### config.mk
export PLATFORM = sky130hd
export DESIGN_NAME = fc_param_load_ctrl
export DESIGN_NICKNAME = d
export VERILOG_FILES = /design/src/rtl/fc_param_load_ctrl.sv
export SDC_FILE = /design/constraint.sdc
export NUM_CORES = 1
export LEC_CHECK = 0
export ABC_AREA = 0
export CAP_MARGIN = 20
export CORE_UTILIZATION = 46
export DETAILED_ROUTE_END_ITERATION = 12
export PLACE_DENSITY_LB_ADDON = 0.2
export SLEW_MARGIN = 20
export SYNTH_ARGS = -nofsm -noshare
export SYNTH_HDL_FRONTEND = slang
export SYNTH_SLANG_ARGS = --single-unit
export TNS_END_PERCENT = 20
### constraint.sdc
create_clock -name clk -period 2.7 [get_ports clk]
set_input_delay 0.405 -clock clk [delete_from_list [all_inputs] [get_ports clk]]
set_output_delay 0.405 -clock clk [all_outputs]
set_load 0.02 [all_outputs]
### src/rtl/fc_param_load_ctrl.sv
// ---------------------------------------------------------------------------
// fc_param_load_ctrl
//
// Loads FC-layer parameters into a byte-wide parameter RAM. Words arrive on
// a 16-bit valid/ready stream. Each word becomes two byte writes, low byte
// first, at contiguous little-endian addresses. Each layer is laid out as its
// bias region followed by its weight region. The next layer follows directly.
//
// Handshake: a word moves only on a cycle where in_valid and in_ready are both
// high at the rising clock edge. in_ready never depends on in_data. in_ready is
// held low during a cycle with abort, so no word is consumed on an aborted
// cycle. The source must hold in_data stable until the word is accepted.
//
// Optional feature (macro FC_PARAM_CHECKSUM_EN): when defined, checksum is a
// running 16-bit sum of all words accepted since the last start. When not
// defined, checksum is tied to zero.
//
// Ports:
//   clk        rising-edge system clock
//   RST        asynchronous active-low reset
//   start      one-cycle load request (honoured only in IDLE)
//   abort      synchronous abort back to IDLE, no done pulse
//   in_data    16-bit parameter word
//   in_valid   in_data is valid
//   in_ready   controller accepts a word this cycle
//   ram_we     RAM byte write strobe
//   ram_addr   RAM byte address (0 when ram_we=0)
//   ram_data   RAM write byte (0 when ram_we=0)
//   load       a load is in progress
//   layer_idx  layer currently being loaded
//   region     0 = bias, 1 = weights
//   done       one-cycle pulse after the last byte is written
//   checksum   running word sum (see FC_PARAM_CHECKSUM_EN)
//   dbg_state  current FSM state encoding
// ---------------------------------------------------------------------------
module fc_param_load_ctrl #(
    parameter int                NUM_LAYERS   = 2,
    parameter int                BIAS_WORDS   = 10,
    parameter int                WEIGHT_WORDS = 100,
    parameter int                ADDR_W       = 16,
    parameter logic [ADDR_W-1:0] BASE_ADDR    = '0
) (
    input  logic              clk,
    input  logic              RST,
    input  logic              start,
    input  logic              abort,
    input  logic [15:0]       in_data,
    input  logic              in_valid,
    output logic              in_ready,
    output logic              ram_we,
    output logic [ADDR_W-1:0] ram_addr,
    output logic [7:0]        ram_data,
    output logic              load,
    output logic [7:0]        layer_idx,
    output logic              region,
    output logic              done,
    output logic [15:0]       checksum,
    output logic [2:0]        dbg_state
);

    typedef enum logic [2:0] {
        S_IDLE      = 3'd0,
        S_WAIT_WORD = 3'd1,
        S_WR_LO     = 3'd2,
        S_WR_HI     = 3'd3,
        S_DONE      = 3'd4
    } state_t;

    localparam logic [7:0]        LAST_LAYER  = 8'(NUM_LAYERS - 1);
    localparam logic [15:0]       BIAS_LAST   = 16'(BIAS_WORDS - 1);
    localparam logic [15:0]       WEIGHT_LAST = 16'(WEIGHT_WORDS - 1);
    localparam logic [ADDR_W-1:0] ADDR_ONE    = ADDR_W'(1);
    localparam logic [ADDR_W-1:0] ADDR_TWO    = ADDR_W'(2);

    state_t            state_q, state_d;
    logic [ADDR_W-1:0] ptr_q, ptr_d;
    logic [15:0]       word_q, word_d;
    logic [7:0]        layer_q, layer_d;
    logic              region_q, region_d;
    logic [15:0]       cnt_q, cnt_d;

    logic last_word;
    logic region_end;
    logic start_load;

    // The word being written closes the whole load.
    assign last_word  = (layer_q == LAST_LAYER) && region_q && (cnt_q == WEIGHT_LAST);
    // The word being written is the final word of the current region.
    assign region_end = region_q ? (cnt_q == WEIGHT_LAST) : (cnt_q == BIAS_LAST);
    // Start is honoured only in IDLE. Abort in the same cycle cancels it.
    assign start_load = (state_q == S_IDLE) && start && !abort;

    always_ff @(posedge clk or negedge RST) begin
        if (!RST) begin
            state_q  <= S_IDLE;
            ptr_q    <= BASE_ADDR;
            word_q   <= '0;
            layer_q  <= '0;
            region_q <= 1'b0;
            cnt_q    <= '0;
        end else begin
            state_q  <= state_d;
            ptr_q    <= ptr_d;
            word_q   <= word_d;
            layer_q  <= layer_d;
            region_q <= region_d;
            cnt_q    <= cnt_d;
        end
    end

    always_comb begin
        state_d  = state_q;
        ptr_d    = ptr_q;
        word_d   = word_q;
        layer_d  = layer_q;
        region_d = region_q;
        cnt_d    = cnt_q;
        in_ready = 1'b0;
        ram_we   = 1'b0;
        ram_addr = '0;
        ram_data = '0;
        load     = 1'b0;
        done     = 1'b0;

        case (state_q)
            S_IDLE: begin
                if (start_load) begin
                    state_d  = S_WAIT_WORD;
                    ptr_d    = BASE_ADDR;
                    layer_d  = '0;
                    region_d = 1'b0;
                    cnt_d    = '0;
                end
            end

            S_WAIT_WORD: begin
                load = 1'b1;
                if (abort) begin
                    state_d = S_IDLE;
                end else begin
                    in_ready = 1'b1;
                    if (in_valid) begin
                        word_d  = in_data;
                        state_d = S_WR_LO;
                    end
                end
            end

            S_WR_LO: begin
                load     = 1'b1;
                ram_we   = 1'b1;
                ram_addr = ptr_q;
                ram_data = word_q[7:0];
                state_d  = abort ? S_IDLE : S_WR_HI;
            end

            S_WR_HI: begin
                load     = 1'b1;
                ram_we   = 1'b1;
                ram_addr = ptr_q + ADDR_ONE;
                ram_data = word_q[15:8];
                if (abort) begin
                    state_d = S_IDLE;
                end else begin
                    ptr_d = ptr_q + ADDR_TWO;
                    if (last_word) begin
                        // Counters stay on the final word so the last position stays visible.
                        state_d = S_DONE;
                    end else begin
                        if (region_end) begin
                            cnt_d    = '0;
                            region_d = ~region_q;
                            if (region_q) begin
                                layer_d = layer_q + 8'd1;
                            end
                        end else begin
                            cnt_d = cnt_q + 16'd1;
                        end
                        // Accepting the next word here keeps the stream at 2 cycles per word.
                        in_ready = 1'b1;
                        if (in_valid) begin
                            word_d  = in_data;
                            state_d = S_WR_LO;
                        end else begin
                            state_d = S_WAIT_WORD;
                        end
                    end
                end
            end

            S_DONE: begin
                done    = 1'b1;
                state_d = S_IDLE;
            end

            default: begin
                state_d = S_IDLE;
            end
        endcase
    end

    assign layer_idx = layer_q;
    assign region    = region_q;
    assign dbg_state = state_q;

`ifdef FC_PARAM_CHECKSUM_EN
    logic [15:0] csum_q;

    always_ff @(posedge clk or negedge RST) begin
        if (!RST) begin
            csum_q <= '0;
        end else if (start_load) begin
            csum_q <= '0;
        end else if (in_valid && in_ready) begin
            csum_q <= csum_q + in_data;
        end
    end

    assign checksum = csum_q;
`else
    assign checksum = '0;
`endif

endmodule
* After elaboration in Yosys (flattened, before gate mapping)
Cells that the tools add are included.
** Word-level totals
- Logic and storage cells :: 82
- Bits of input ports :: 21
- Bits in registers :: 60
- Output and inout bits :: 56
** Cells by class
- Add/subtract/negate cells :: 4
- Bitwise operators :: 1
- Multiplexer cells :: 41
- Eq/ne operators :: 14
- Reduce and logical (&&, ||, !) cells :: 16
** Operator list (number)
- 16-bit 2-to-1 mux :: 9
- 16-bit case mux with 2 select lines :: 4
- 8-bit 2-to-1 mux :: 5
- 16-bit by 1-bit adder with 16-bit output, second input constant :: 2
- 8-bit case mux with 2 select lines :: 2
- 16-bit by 2-bit adder with 16-bit output, second input constant :: 1
- 16-bit by 4-bit equality test with 1-bit output, second input constant :: 1
- 16-bit by 7-bit equality test with 1-bit output, second input constant :: 1
- 3-bit 2-to-1 mux :: 5
- 2-bit != test, second input constant :: 6
- 3-bit case mux with 4 select lines :: 1
- 1-bit 2-to-1 mux :: 11
- 8-bit by 1-bit adder with 8-bit output, second input constant :: 1
- 8-bit by 1-bit equality test with 1-bit output, second input constant :: 1
- 4-bit AND reduction :: 2
- 3-bit by 2-bit equality test with 1-bit output, second input constant :: 2
- 6-bit AND reduction :: 1
- 5-bit AND reduction :: 1
- 1-bit logical AND :: 4
- 2-bit 2-to-1 mux :: 2
- 1-bit case mux with 2 select lines :: 2
- 2-bit nonzero test :: 2
- 3-bit by 1-bit equality test with 1-bit output, second input constant :: 1
- 3-bit equality test, second input constant :: 1
- 8 further kinds :: 8

* Longest topological paths before layout
- Word-level depth :: 6
- Mapped depth :: 9
- Mapped depth without buffers :: 7

* Worst setup path before layout
No wires, ideal clock.
- Kind :: reg2reg
- From :: register layer_q[0] (netlist: layer_idx[0])
- To :: register word_q[10]
- Slack :: -0.010 ns
- Library setup time :: 0.125 ns
- Path buffers :: 1
- Data required time :: 2.575 ns
- Cell stages (with the launch flop) :: 8
- Period minus slack after synthesis :: 2.710 ns
- Data arrival time :: 2.584 ns
- Cells stage by stage :: dfrtp_1 -> ha_1 -> or4b_1 -> or4_4 -> or3_4 -> nand4_4 -> buf_12 -> mux2_4
** On the way
- Cells in the longest elaborated chain, start to end :: 5
** RTL lines
- start: declaration :: RTL line 78 : logic [7:0] layer_q, layer_d;
- start signal: assignment :: RTL line 105 : layer_q <= layer_d;
- 8-bit by 1-bit equality test with 1-bit output :: RTL line 87 : assign last_word = (layer_q == LAST_LAYER) && region_q && (cnt_q == WEIGHT_LAST);
- 1-bit logical AND (2 in series) :: RTL line 87
- 2-bit != test (no line)
- 4-bit AND reduction (no line)
- end signal: assignment :: RTL line 104 : word_q <= word_d;
- end: declaration :: RTL line 77 : logic [15:0] word_q, word_d;
No other way between the ends.
A chain may end at the register's enable or synchronous reset.

* Final worst setup path
- From :: register layer_q[1] (netlist: layer_idx[1])
- To :: output in_ready
** On the way
- Cells in the longest elaborated chain, start to end :: 6
** RTL lines
- 8-bit by 1-bit equality test with 1-bit output :: RTL line 87
- 1-bit logical AND (2 in series) :: RTL line 87
- 1-bit 2-to-1 mux :: RTL line 166 : if (last_word) begin
- 1-bit 2-to-1 mux :: RTL line 162 : if (abort) begin
- 1-bit case mux with 2 select lines :: RTL line 125 : case (state_q)
- end: declaration :: RTL line 49 : output logic in_ready,
No other way between the ends.

==> flow_summary.json <==
{
  "globalRouteMet3Util": 0.0392,
  "worst_setup_hold_path_clk_slew_ns": 0.07,
  "main_combinational_cell_family_by_area_after_synthesis": "simple AND/OR/NAND/NOR gates",
  "sequential_cell_area_mm2": 0.00148,
  "yosys_register_bits": 59,
  "comb_power_share": 0.176,
  "netlist-cell-type-count": 49,
  "vias": 2983,
  "postPlaceCellArea_mm2": 0.00444,
  "dp_hpwl_mm": 5.88,
  "grt_remaining_overflow": 0,
  "synth_area_mm2": 0.00347,
  "timing.reg2reg.worst_path_depth": 9,
  "worstSetupStartpointType": "register",
  "cp_max_stage_delay_ns": 0.43,
  "gp_congestion": 0.821,
  "finalInstanceArea_mm2": 0.00473,
  "busiest_layer_in_global_routing": "met2",
  "setup_viol": 1,
  "synth_compound_gate_area_share": 0.0822,
  "drt_pass1_iterations": 4,
  "num-nets-final": 491,
  "post_synth_fa_ha_maj_area_fraction": 0.0180,
  "synth.mux.area_fraction": 0.145,
  "synthDominantCellAreaShare": 0.425,
  "die_height_um": 88.9,
  "start_util": 0.476,
  "antenna_left": 0,
  "yosys_warnings": 0,
  "rsz0062_at_grt": "yes",
  "first_iteration_detailed_routing_drc_count": 149,
  "tritoncts": "built",
  "power.share.clock": 0.405,
  "drive_gt1_frac": 0.204,
  "setup.worst_path.class": "reg2out",
  "finalPower_mw": 2.42,
  "max_clock_freq_mhz": 357,
  "multi_input_comb_area_mm2": 0.00183,
  "clock_tree.root_cell": "sky130_fd_sc_hd__clkbuf_8",
  "post_drt_via_cell_ratio": 5.24,
  "die-area_mm2": 0.00790,
  "max_rail_drop_vdd_v": 0.000304,
  "run_status": "complete, but fails checks",
  "power_switching_share": 0.247,
  "violated_checks": "setup timing",
  "drt_drc_violations_left": 0,
  "yosysSeqAreaShare": 0.425,
  "tightestPinTransition_ns": 0.702,
  "timing.critical_path.cells": "inv_1 -> ha_1 -> or4b_1 -> or4_4 -> or3_4 -> and3_4 -> buf_6",
  "finalWorstPathRequiredPeriod_ns": 2.80,
  "num_antenna_cells": 0,
  "globalRouteMet1Util": 0.307,
  "power.sequential.fraction": 0.418,
  "wirelength_mm": 8.02,
  "r2r_slack_ns": 0.06,
  "hold_path.class": "in2async",
  "first_global_vias": 2976,
  "grt_pass1_wl_mm": 13.7,
  "synth_async_sr_flop_share": 1.00,
  "clkLatencyLatePin_ns": 0.33,
  "post_synth_xor_area_fraction": 0.0202,
  "pin_count_of_the_biggest_net_entering_global_routing": 25,
  "dieWidth_um": 88.9,
  "power.static_leakage_nw": 2.09,
  "worst-endpoint-required_ns": 2.30,
  "syn-instance-count": 357,
  "crit-reg2reg-launch": "layer_idx[1]",
  "timing.max_slew.rel_slack": 0.531,
  "yosys.area_share.simple": 0.242,
  "synth_area_leader_cell": "sky130_fd_sc_hd__dfrtp_1",
  "report.final.hold_viol_count": 0,
  "timing.max_cap.violations": 0,
  "core_area_mm2": 0.00729,
  "postLayoutSetupSlackWorst_ns": -0.0977,
  "synth-edff-count": 0,
  "yosys_most_used_dff": "sky130_fd_sc_hd__dfrtp_1",
  "reg2reg_to": "word_q[9]",
  "clock_tree.htree_level_count": 3,
  "critical_path_peak_fanout": 2,
  "globalRouteTotalUtil": 0.229,
  "post_drt_wl_per_cell_um": 14.1,
  "net_switching_power_mw": 0.598,
  "grt_util_met2": 0.355,
  "critical_path.startpoint": "layer_idx[1]",
  "boundaryPins": 77,
  "clkSinkCount": 59,
  "cts_made_buffers": 9,
  "arrival_ns": 2.39,
  "cts.path.max_buffers": 2,
  "synth_top_cells_by_area": "sky130_fd_sc_hd__dfrtp_1 (43%), sky130_fd_sc_hd__mux2i_1 (7.2%), sky130_fd_sc_hd__mux2_4 (4.3%)",
  "power-per-cell-area_mw_per_mm2": 512,
  "num-fill-cells": 597,
  "endpoint_kind": "primary output",
  "area.growth.synth_to_final_pct": 36.3,
  "cts_hold_buffers": 0,
  "final_min_period_over_clock_period": 1.04,
  "syn_avg_cell_area_um2": 9.72,
  "initial_antenna_violation_count": 0,
  "clock-skew-final_ns": 0.00566,
  "p_int_mw": 1.82,
  "row_count": 31,
  "portBuffers": 60,
  "final_max_slew_viol_count": 0,
  "crit_path_slowest_cell": "sky130_fd_sc_hd__or4_4"
}
## area by class of cell
type,instances,area share
timing repair buffer,111,0.216
clock inverter,5,0.0212
clock buffer,11,0.0299
inverter,11,0.00873
multi-input combinational,273,0.386
sequential,59,0.312
tap,99,0.0262
## worst max path at each step
stage / cells past startpoint / end
final: 7 / in_ready
after global routing: 7 / in_ready
after CTS: 7 / in_ready
after detailed placement: 7 / in_ready
after global placement: 7 / in_ready
after floorplan: 8 / word_q[10]
## routing by layer
metal / wire length [um] / share of wire
met1: 3720 / 0.46
met2: 3760 / 0.47
met3: 376 / 0.047
met4: 160 / 0.020
met5: 0 / 0
## cell usage in the layout, fill, tap and decap left out, types with 3 or more instances in the layout
| cell | count |
|---|---|
| sky130_fd_sc_hd__a21oi_1 | 19 |
| sky130_fd_sc_hd__and2_1 | 17 |
| sky130_fd_sc_hd__and3_1 | 6 |
| sky130_fd_sc_hd__buf_4 | 47 |
| sky130_fd_sc_hd__bufinv_16 | 3 |
| sky130_fd_sc_hd__clkbuf_8 | 10 |
| sky130_fd_sc_hd__clkdlybuf4s50_1 | 58 |
| sky130_fd_sc_hd__conb_1 | 16 |
| sky130_fd_sc_hd__dfrtp_1 | 58 |
| sky130_fd_sc_hd__ha_1 | 5 |
| sky130_fd_sc_hd__inv_1 | 11 |
| sky130_fd_sc_hd__mux2_2 | 9 |
| sky130_fd_sc_hd__mux2_4 | 10 |
| sky130_fd_sc_hd__mux2i_1 | 25 |
| sky130_fd_sc_hd__nand2_1 | 32 |
| sky130_fd_sc_hd__nand2b_1 | 7 |
| sky130_fd_sc_hd__nand3_1 | 13 |
| sky130_fd_sc_hd__nand4_1 | 13 |
| sky130_fd_sc_hd__nor2_1 | 27 |
| sky130_fd_sc_hd__nor3_1 | 11 |
| sky130_fd_sc_hd__nor4_1 | 8 |
| sky130_fd_sc_hd__o21ai_0 | 12 |
| sky130_fd_sc_hd__or3_1 | 7 |
| sky130_fd_sc_hd__xnor2_1 | 5 |
| sky130_fd_sc_hd__xor2_1 | 3 |
## flip-flops by register name, indices dropped and copies added (netlist names)
signal     cells
ptr_q         15
dbg_state      3
cnt_q         16
word_q        16
layer_idx      8
region         1
## per-stage QoR
step,utilization,cells,worst slack (ns),setup TNS (ns),hold WS [ns]
6_report,0.649,569,-0.0977,-0.0977,0.0545
4_1_cts,0.644,567,-0.189,-0.213,0.0682
3_5_place_dp,0.609,550,-0.275,-0.275,0.435
3_3_place_gp,0.609,550,-0.269,-0.269,0.428
5_1_grt,0.649,569,-0.173,-0.219,0.0920
2_1_floorplan,-,372,0.00225,0,0.109
## timing repair
item,in CTS,in global routing
gates resized for setup,7,0
gates cloned,0,1
pin swaps,2,1
setup endpoints to repair,1,16
setup buffers,1,0
## power groups by stage
stage                     sequential, mW  clock [mW]  combinational, mW
after CTS                           1.01       0.997              0.428
after global routing                1.02        1.04              0.469
final                               1.01       0.980              0.427
after floorplan                     1.02           0              0.264
after detailed placement            1.02           0              0.427
after global placement              1.02           0              0.415
## cells in the mapped netlist (all sizes together), types with 5 or more instances
library cell / count
nor3: 11
nand2b: 7
dfrtp: 59
nand3: 13
nor4: 8
nor2: 27
mux2: 19
o21ai: 12
xnor2: 5
inv: 11
mux2i: 25
clkbuf: 8
nand2: 32
a21oi: 19
and2: 17
buf: 21
nand4: 14
and3: 7
or3: 8
ha: 5
## critical path: cells and delay by family (launching register included)
| kind | cells | cell delay [ns] |
|---|---|---|
| adders and majority gates | 1 | 0.12 |
| buffers and inverters | 2 | 0.18 |
| DFF | 1 | 0.38 |
| and+or+nand+nor | 4 | 1.38 |
## cell families (layout without fill, tap and decap cells)
group / after synthesis / count (layout)
flops: 59 / 59
mux: 44 / 44
xor+xnor: 8 / 8
fa+ha+maj: 5 / 5
buf+inv: 40 / 138
simple gates: 155 / 155
compound gates: 45 / 45
other cells: 1 / 16
Note: power is estimated with default switching activity, not from simulation.
==> variant 1: new RTL, config.mk and constraints unchanged <==
Put one more register stage on the output `dbg_state`, cleared by the reset. The value now appears one clock later. The other outputs are not delayed to match.
--- a/src/rtl/fc_param_load_ctrl.sv
+++ b/src/rtl/fc_param_load_ctrl.sv
@@ -201,7 +201,13 @@
 
     assign layer_idx = layer_q;
     assign region    = region_q;
-    assign dbg_state = state_q;
+    always_ff @(posedge clk or negedge RST) begin
+        if (!RST) begin
+            dbg_state <= '0;
+        end else begin
+            dbg_state <= state_q;
+        end
+    end
 
 `ifdef FC_PARAM_CHECKSUM_EN
     logic [15:0] csum_q;
Function: changed (Yosys sat finds a counterexample within 4 cycles, from zero or initial values and one cycle with RST low).
==> variant 1 against the original RTL <==
Sequential power up 5%. Critical endpoint unchanged. Total power fell by 1.5%. Largest power group unchanged. Synthesized area rose by 1.2%. Core utilization decreased by 3.7 points. Non-clock buffer count decreased by 31. Clock skew grew 0.0054 ns. Worst setup slack better by 0.28 ns. Cell area decreased by 5.2%. Critical path depth grew 1. Clock power decreased by 4.3%. Critical path type unchanged. Register-to-register slack improved by 0.25 ns. Sequential cell count is 3 higher. Wire length shrank 5.3%.
==> variant 1: results (changes against the original RTL) <==
The run finished with clean final reports. The slew at the pin closest to its max-slew limit is 0.6164 ns (-0.08597 ns). The slowest library cell on the worst path was sky130_fd_sc_hd__or4b_4. After clock tree synthesis, the clock-pin slew on the worst setup and hold paths is 0.08 ns.

The detailed-routing iteration count for the pre-antenna-repair pass was 4 (unchanged); the worst supply voltage drop on vdd was 0.2771 mV (-9.0%). The commonest cells after synthesis are 62 x sky130_fd_sc_hd__dfrtp_1, 29 x sky130_fd_sc_hd__nor2_1, 18 x sky130_fd_sc_hd__and2_1, 17 x sky130_fd_sc_hd__buf_4, 16 x sky130_fd_sc_hd__nand2_1. The run gives 3.441 mm (-7.6%) as the met1 wire length. All-layer global routing usage: 0.2085 (-0.02052). The placer's final routability congestion estimate was 0.8031 (-2.1%); the arrival time at the worst endpoint was 2.12 ns (-0.27 ns). The type of the most critical hold path is input pin to async pin. The detailed-route vias per instance was 5.447 (+3.9%). The average routed wire per standard cell is 14.44 um (+2.5%).

The via count of the first global-routing pass was 2684 (-9.8%). The tools report the H-tree level count as 3 (unchanged). The met3 wire length is 211 um (-44%), and the maximum clock insertion buffer count is 2 (unchanged). The sum of met2 wire segment lengths after detailed routing came out at 3.807 mm (+1.3%). For the Yosys warning count, the log shows 0 (unchanged). The sequential share of the synthesized area came out at 0.4419 (+0.01653). The filler cell count in the final layout was 612 (+2.5%); the fraction of final layout cells with drive strength greater than 1 was 0.1499 (-0.05437). The worst reg2reg path startpoint was layer_idx[1]. The logs give 53 (+8.2%) for the count of different cell masters after synthesis and 5.467 mm (-7.1%) for the total half-perimeter wirelength after legalization and detailed placement. The cell sitting at the root of the clock tree is a sky130_fd_sc_hd__clkbuf_8. The tools report the switching power total as 0.6274 mW (+4.9%). The clock skew after layout is 0.01104 ns (+0.005374 ns).

Delay of the slowest cell on the worst path: 0.48 ns (+0.05 ns). The count of input and output buffers was 60 (unchanged); the net count of the finished layout was 448 (-8.8%). The run gives 37 (+48%) as the maximum number of pins on one net before global-route repair.

The number of inserted diodes was 0 (unchanged); the leakage power summed over all cells was 1.910 nW (-8.7%). Ranked by total cell area, the synthesized netlist is headed by sky130_fd_sc_hd__dfrtp_1 44%, sky130_fd_sc_hd__mux2_4 4.3%, sky130_fd_sc_hd__buf_4 3.6%. The logs give 0 (unchanged) for the number of antenna-violating nets in the routed design and 0.06961 ns (+0.01514 ns) for the worst hold-check slack.

The peak fanout along the critical path is 2 (unchanged), and the reg-to-reg setup timing slack is 0.31 ns (+0.25 ns). The largest registers in the layout are cnt_q x16, word_q x16, ptr_q x15. The number of clock buffers inserted by TritonCTS is 9 (unchanged). The count of cells along the worst register-to-register path came out at 9 (unchanged). The highest metal layer carrying signal wires in the routed design is met4.

The share of synthesized registers carrying an async set or reset was 1.000 (unchanged); the first-iteration detailed-routing DRC count was 109 (-27%). Count of hold-fix buffers inserted at cts: 0 (unchanged). The wire length of the first global-routing pass came out at 12.67 mm (-7.4%). The capturing point of the worst reg2reg path was word_q[0].
[variant 1: cells by family after synthesis]
kind of cell	synth area share
other	0.001068
AO/OA/AOI/OAI	0.1144
flip-flops	0.4419
XOR/XNOR	0.02994
buffers and inverters	0.06842
multiplexers	0.09658
AND/OR/NAND/NOR	0.2299
adder cells (fa/ha/maj)	0.01782
[variant 1: through the flow]
| step | power, mW | instances | setup slack [ns] | area, um2 |
|---|---|---|---|---|
| 6_report | 2.384 | 526 | 0.1773 | 4484 |
| 3_3_place_gp | 1.456 | 509 | 0.04220 | 4239 |
| 3_5_place_dp | 1.467 | 509 | 0.03235 | 4239 |
| 4_1_cts | 2.410 | 526 | 0.06744 | 4481 |
| 5_1_grt | 2.498 | 526 | 0.03664 | 4484 |
| 2_1_floorplan | 1.328 | 362 | 0.3175 | 3567 |
[variant 1: worst max path at each step]
stage	endpoint	slack, ns	depth (start not counted)	start
3_5_place_dp	in_ready	0.03	8	layer_idx[1]
4_1_cts	in_ready	0.07	8	layer_idx[1]
6_report	in_ready	0.18	8	layer_idx[1]
2_1_floorplan	word_q[10]	0.32	8	layer_idx[1]
3_3_place_gp	in_ready	0.04	8	layer_idx[1]
5_1_grt	in_ready	0.04	7	cnt_q[0]
[variant 1: metal layers]
layer | global-route usage | vias up
li1 | - | 1384
met1 | 0.2713 | 1410
met2 | 0.3518 | 59
met3 | 0.03232 | 12
met4 | 0.07792 | 0
met5 | 0 | -
[variant 1: cell type report]
cell class              instances  area, um2  share of cell area
inverters                      10      37.54            0.008371
flip-flops and latches         62       1551              0.3460
clock buffers                  10      137.6             0.03069
clock inverters                 6      92.59             0.02065
repair buffers                 80      753.2              0.1680
well taps                      99      123.9             0.02762
multi-input cells             259       1788              0.3987
[variant 1: power groups by stage]
stage / clock [mW] / sequential (mW) / combinational [mW]
after floorplan: 0 / 1.07 / 0.262
after global placement: 0 / 1.07 / 0.386
after detailed placement: 0 / 1.07 / 0.394
after CTS: 0.959 / 1.06 / 0.394
after global routing: 1.01 / 1.07 / 0.425
final: 0.938 / 1.06 / 0.389
[variant 1: timing repair]
item	in CTS	in global routing
gates cloned	0	0
endpoints found under the setup margin	1	14
buffers inserted	1	0
pin swaps	0	1
resized for setup	5	1
[variant 1: worst reg2reg max path: cells and delay by family (launching register included)]
family | cells | cell delay [ns]
AND/OR/NAND/NOR | 4 | 0.98
flip-flops | 1 | 0.38
adder cells (fa/ha/maj) | 1 | 0.14
buffers and inverters | 3 | 0.39
multiplexers | 1 | 0.38
==> variant 2: new RTL, same settings <==
Made on the original files. The option `FC_PARAM_CHECKSUM_EN` is turned on by a define.
--- a/src/rtl/fc_param_load_ctrl.sv
+++ b/src/rtl/fc_param_load_ctrl.sv
@@ -33,6 +33,8 @@
 //   checksum   running word sum (see FC_PARAM_CHECKSUM_EN)
 //   dbg_state  current FSM state encoding
 // ---------------------------------------------------------------------------
+`define FC_PARAM_CHECKSUM_EN
+
 module fc_param_load_ctrl #(
     parameter int                NUM_LAYERS   = 2,
     parameter int                BIAS_WORDS   = 10,
Function: changed (a bounded check fails within 4 cycles, from zero or initial values and one cycle with RST low).
==> variant 2 against the original RTL <==
Critical path type unchanged. Critical endpoint is now ram_addr[0]. Wire length increased by 38%. Synthesized cell count grew 45%. Non-clock buffer count decreased by 10. Sequential cell count up 16. Worst setup slack gained 0.30 ns. Cell area increased by 21%. Synthesized area grew 28%. Total power increased by 40%.
==> variant 2: results (changes against the original RTL) <==
The sequential share of the synthesized area is 0.4209 (-0.004503). The slew at the pin closest to its max-slew limit came out at 0.9775 ns (+0.2752 ns). The proportion of cell area spent on the clock network works out to 0.03543 (-0.01563).

The run finished with clean final reports. The logs give 0.2370 (+0.008011) for the all-layer global routing usage and 0.6134 (-0.03518) for the utilization after layout. By area the synthesized netlist is led by sky130_fd_sc_hd__dfrtp_1 42%, sky130_fd_sc_hd__nand2_1 7.0%, sky130_fd_sc_hd__ha_1 5.6%.

The clock-pin slew reported for the worst setup and hold paths after clock tree synthesis is 0.09 ns (+0.02 ns). The count of cells along the worst register-to-register path was 7 (-2). The logs give 2.563 nW (+22%) for the leakage power summed over all cells and 2 (-5) for the number of gates given a new drive strength after cts.

The slowest stage of the critical path belongs to the cell sky130_fd_sc_hd__clkdlybuf4s50_1. The fraction of area in multi-input gates is 0.4312 (+0.04525), and the maximum number of pins on one net before global-route repair is 76 (+200%). The logs give 843 (+41%) for the filler cell count in the final layout and 4176 (+40%) for the total number of vias.

Arrival time at the worst endpoint: 2.09 ns (-0.30 ns). The net count of the finished layout is 650 (+32%). The share of power burned in combinational logic was 0.329 (+0.153).

The peak fanout along the critical path is 8 (+6). The register bit count reported by yosys is 75 (+27%). The wire length of the first global-routing pass was 18.79 mm (+37%).

The average routed wire per standard cell was 14.93 um (+6.0%). By count the netlist is led by 83 x sky130_fd_sc_hd__nand2_1, 75 x sky130_fd_sc_hd__dfrtp_1, 49 x sky130_fd_sc_hd__nor2_1, 48 x sky130_fd_sc_hd__o21ai_0, 26 x sky130_fd_sc_hd__nand3_1. The run gives 406 (+49%) as the count of multi-input combinational gates.
variant 2: cell count changes in the layout (fill, tap and decap cells not counted), sizes merged, moves of 15 or more:
cell / change
buf: -26
clkdlybuf4s50: +16
conb: -16
dfrtp: +16
ha: +15
mux2: -18
mux2i: -15
nand2: +51
nor2: +22
o21ai: +37
variant 2: worst paths after layout:
check	start	endpoint
setup / recovery	dbg_state[2]	ram_addr[0]
hold / removal	RST	ptr_q[10]
setup reg to reg	cnt_q[10]	layer_idx[6]
hold reg to reg	checksum[15]	checksum[15]
max in group asynchronous	RST	checksum[15]
min in group clk	checksum[15]	checksum[15]
variant 2: worst max-delay path: cells and delay by family, from the launching register on:
kind / cells / cell delay, ns
flip-flops: 1 / 0.47
buffers and inverters: 3 / 0.89
AND/OR/NAND/NOR: 2 / 0.37
variant 2: cell families after synthesis:
logic type / synth area share
flops: 0.4209
fa+ha+maj: 0.06061
mux: 0.02497
xor+xnor: 0.03339
buf+inv: 0.03536
simple gates: 0.2483
compound gates: 0.1765
variant 2: per-layer routing:
metal / routed length, um / up-vias / track usage
met5: 0 / - / 0
met4: 133 / 0 / 0.07358
met3: 662 / 11 / 0.03675
met2: 5058 / 146 / 0.3688
met1: 5224 / 1996 / 0.3410
li1: - / 2023 / -
variant 2: through the flow:
step / setup WS (ns) / setup TNS, ns / hold WS [ns] / cells
6_report: 0.2053 / 0 / 0.1729 / 742
5_1_grt: 0.06531 / 0 / 0.2788 / 742
4_1_cts: 0.09872 / 0 / 0.2379 / 741
3_5_place_dp: -0.03986 / -0.04533 / 0.4672 / 725
3_3_place_gp: 0.08048 / 0 / 0.4603 / 725
2_1_floorplan: 0.3257 / 0 / 0.1094 / 516
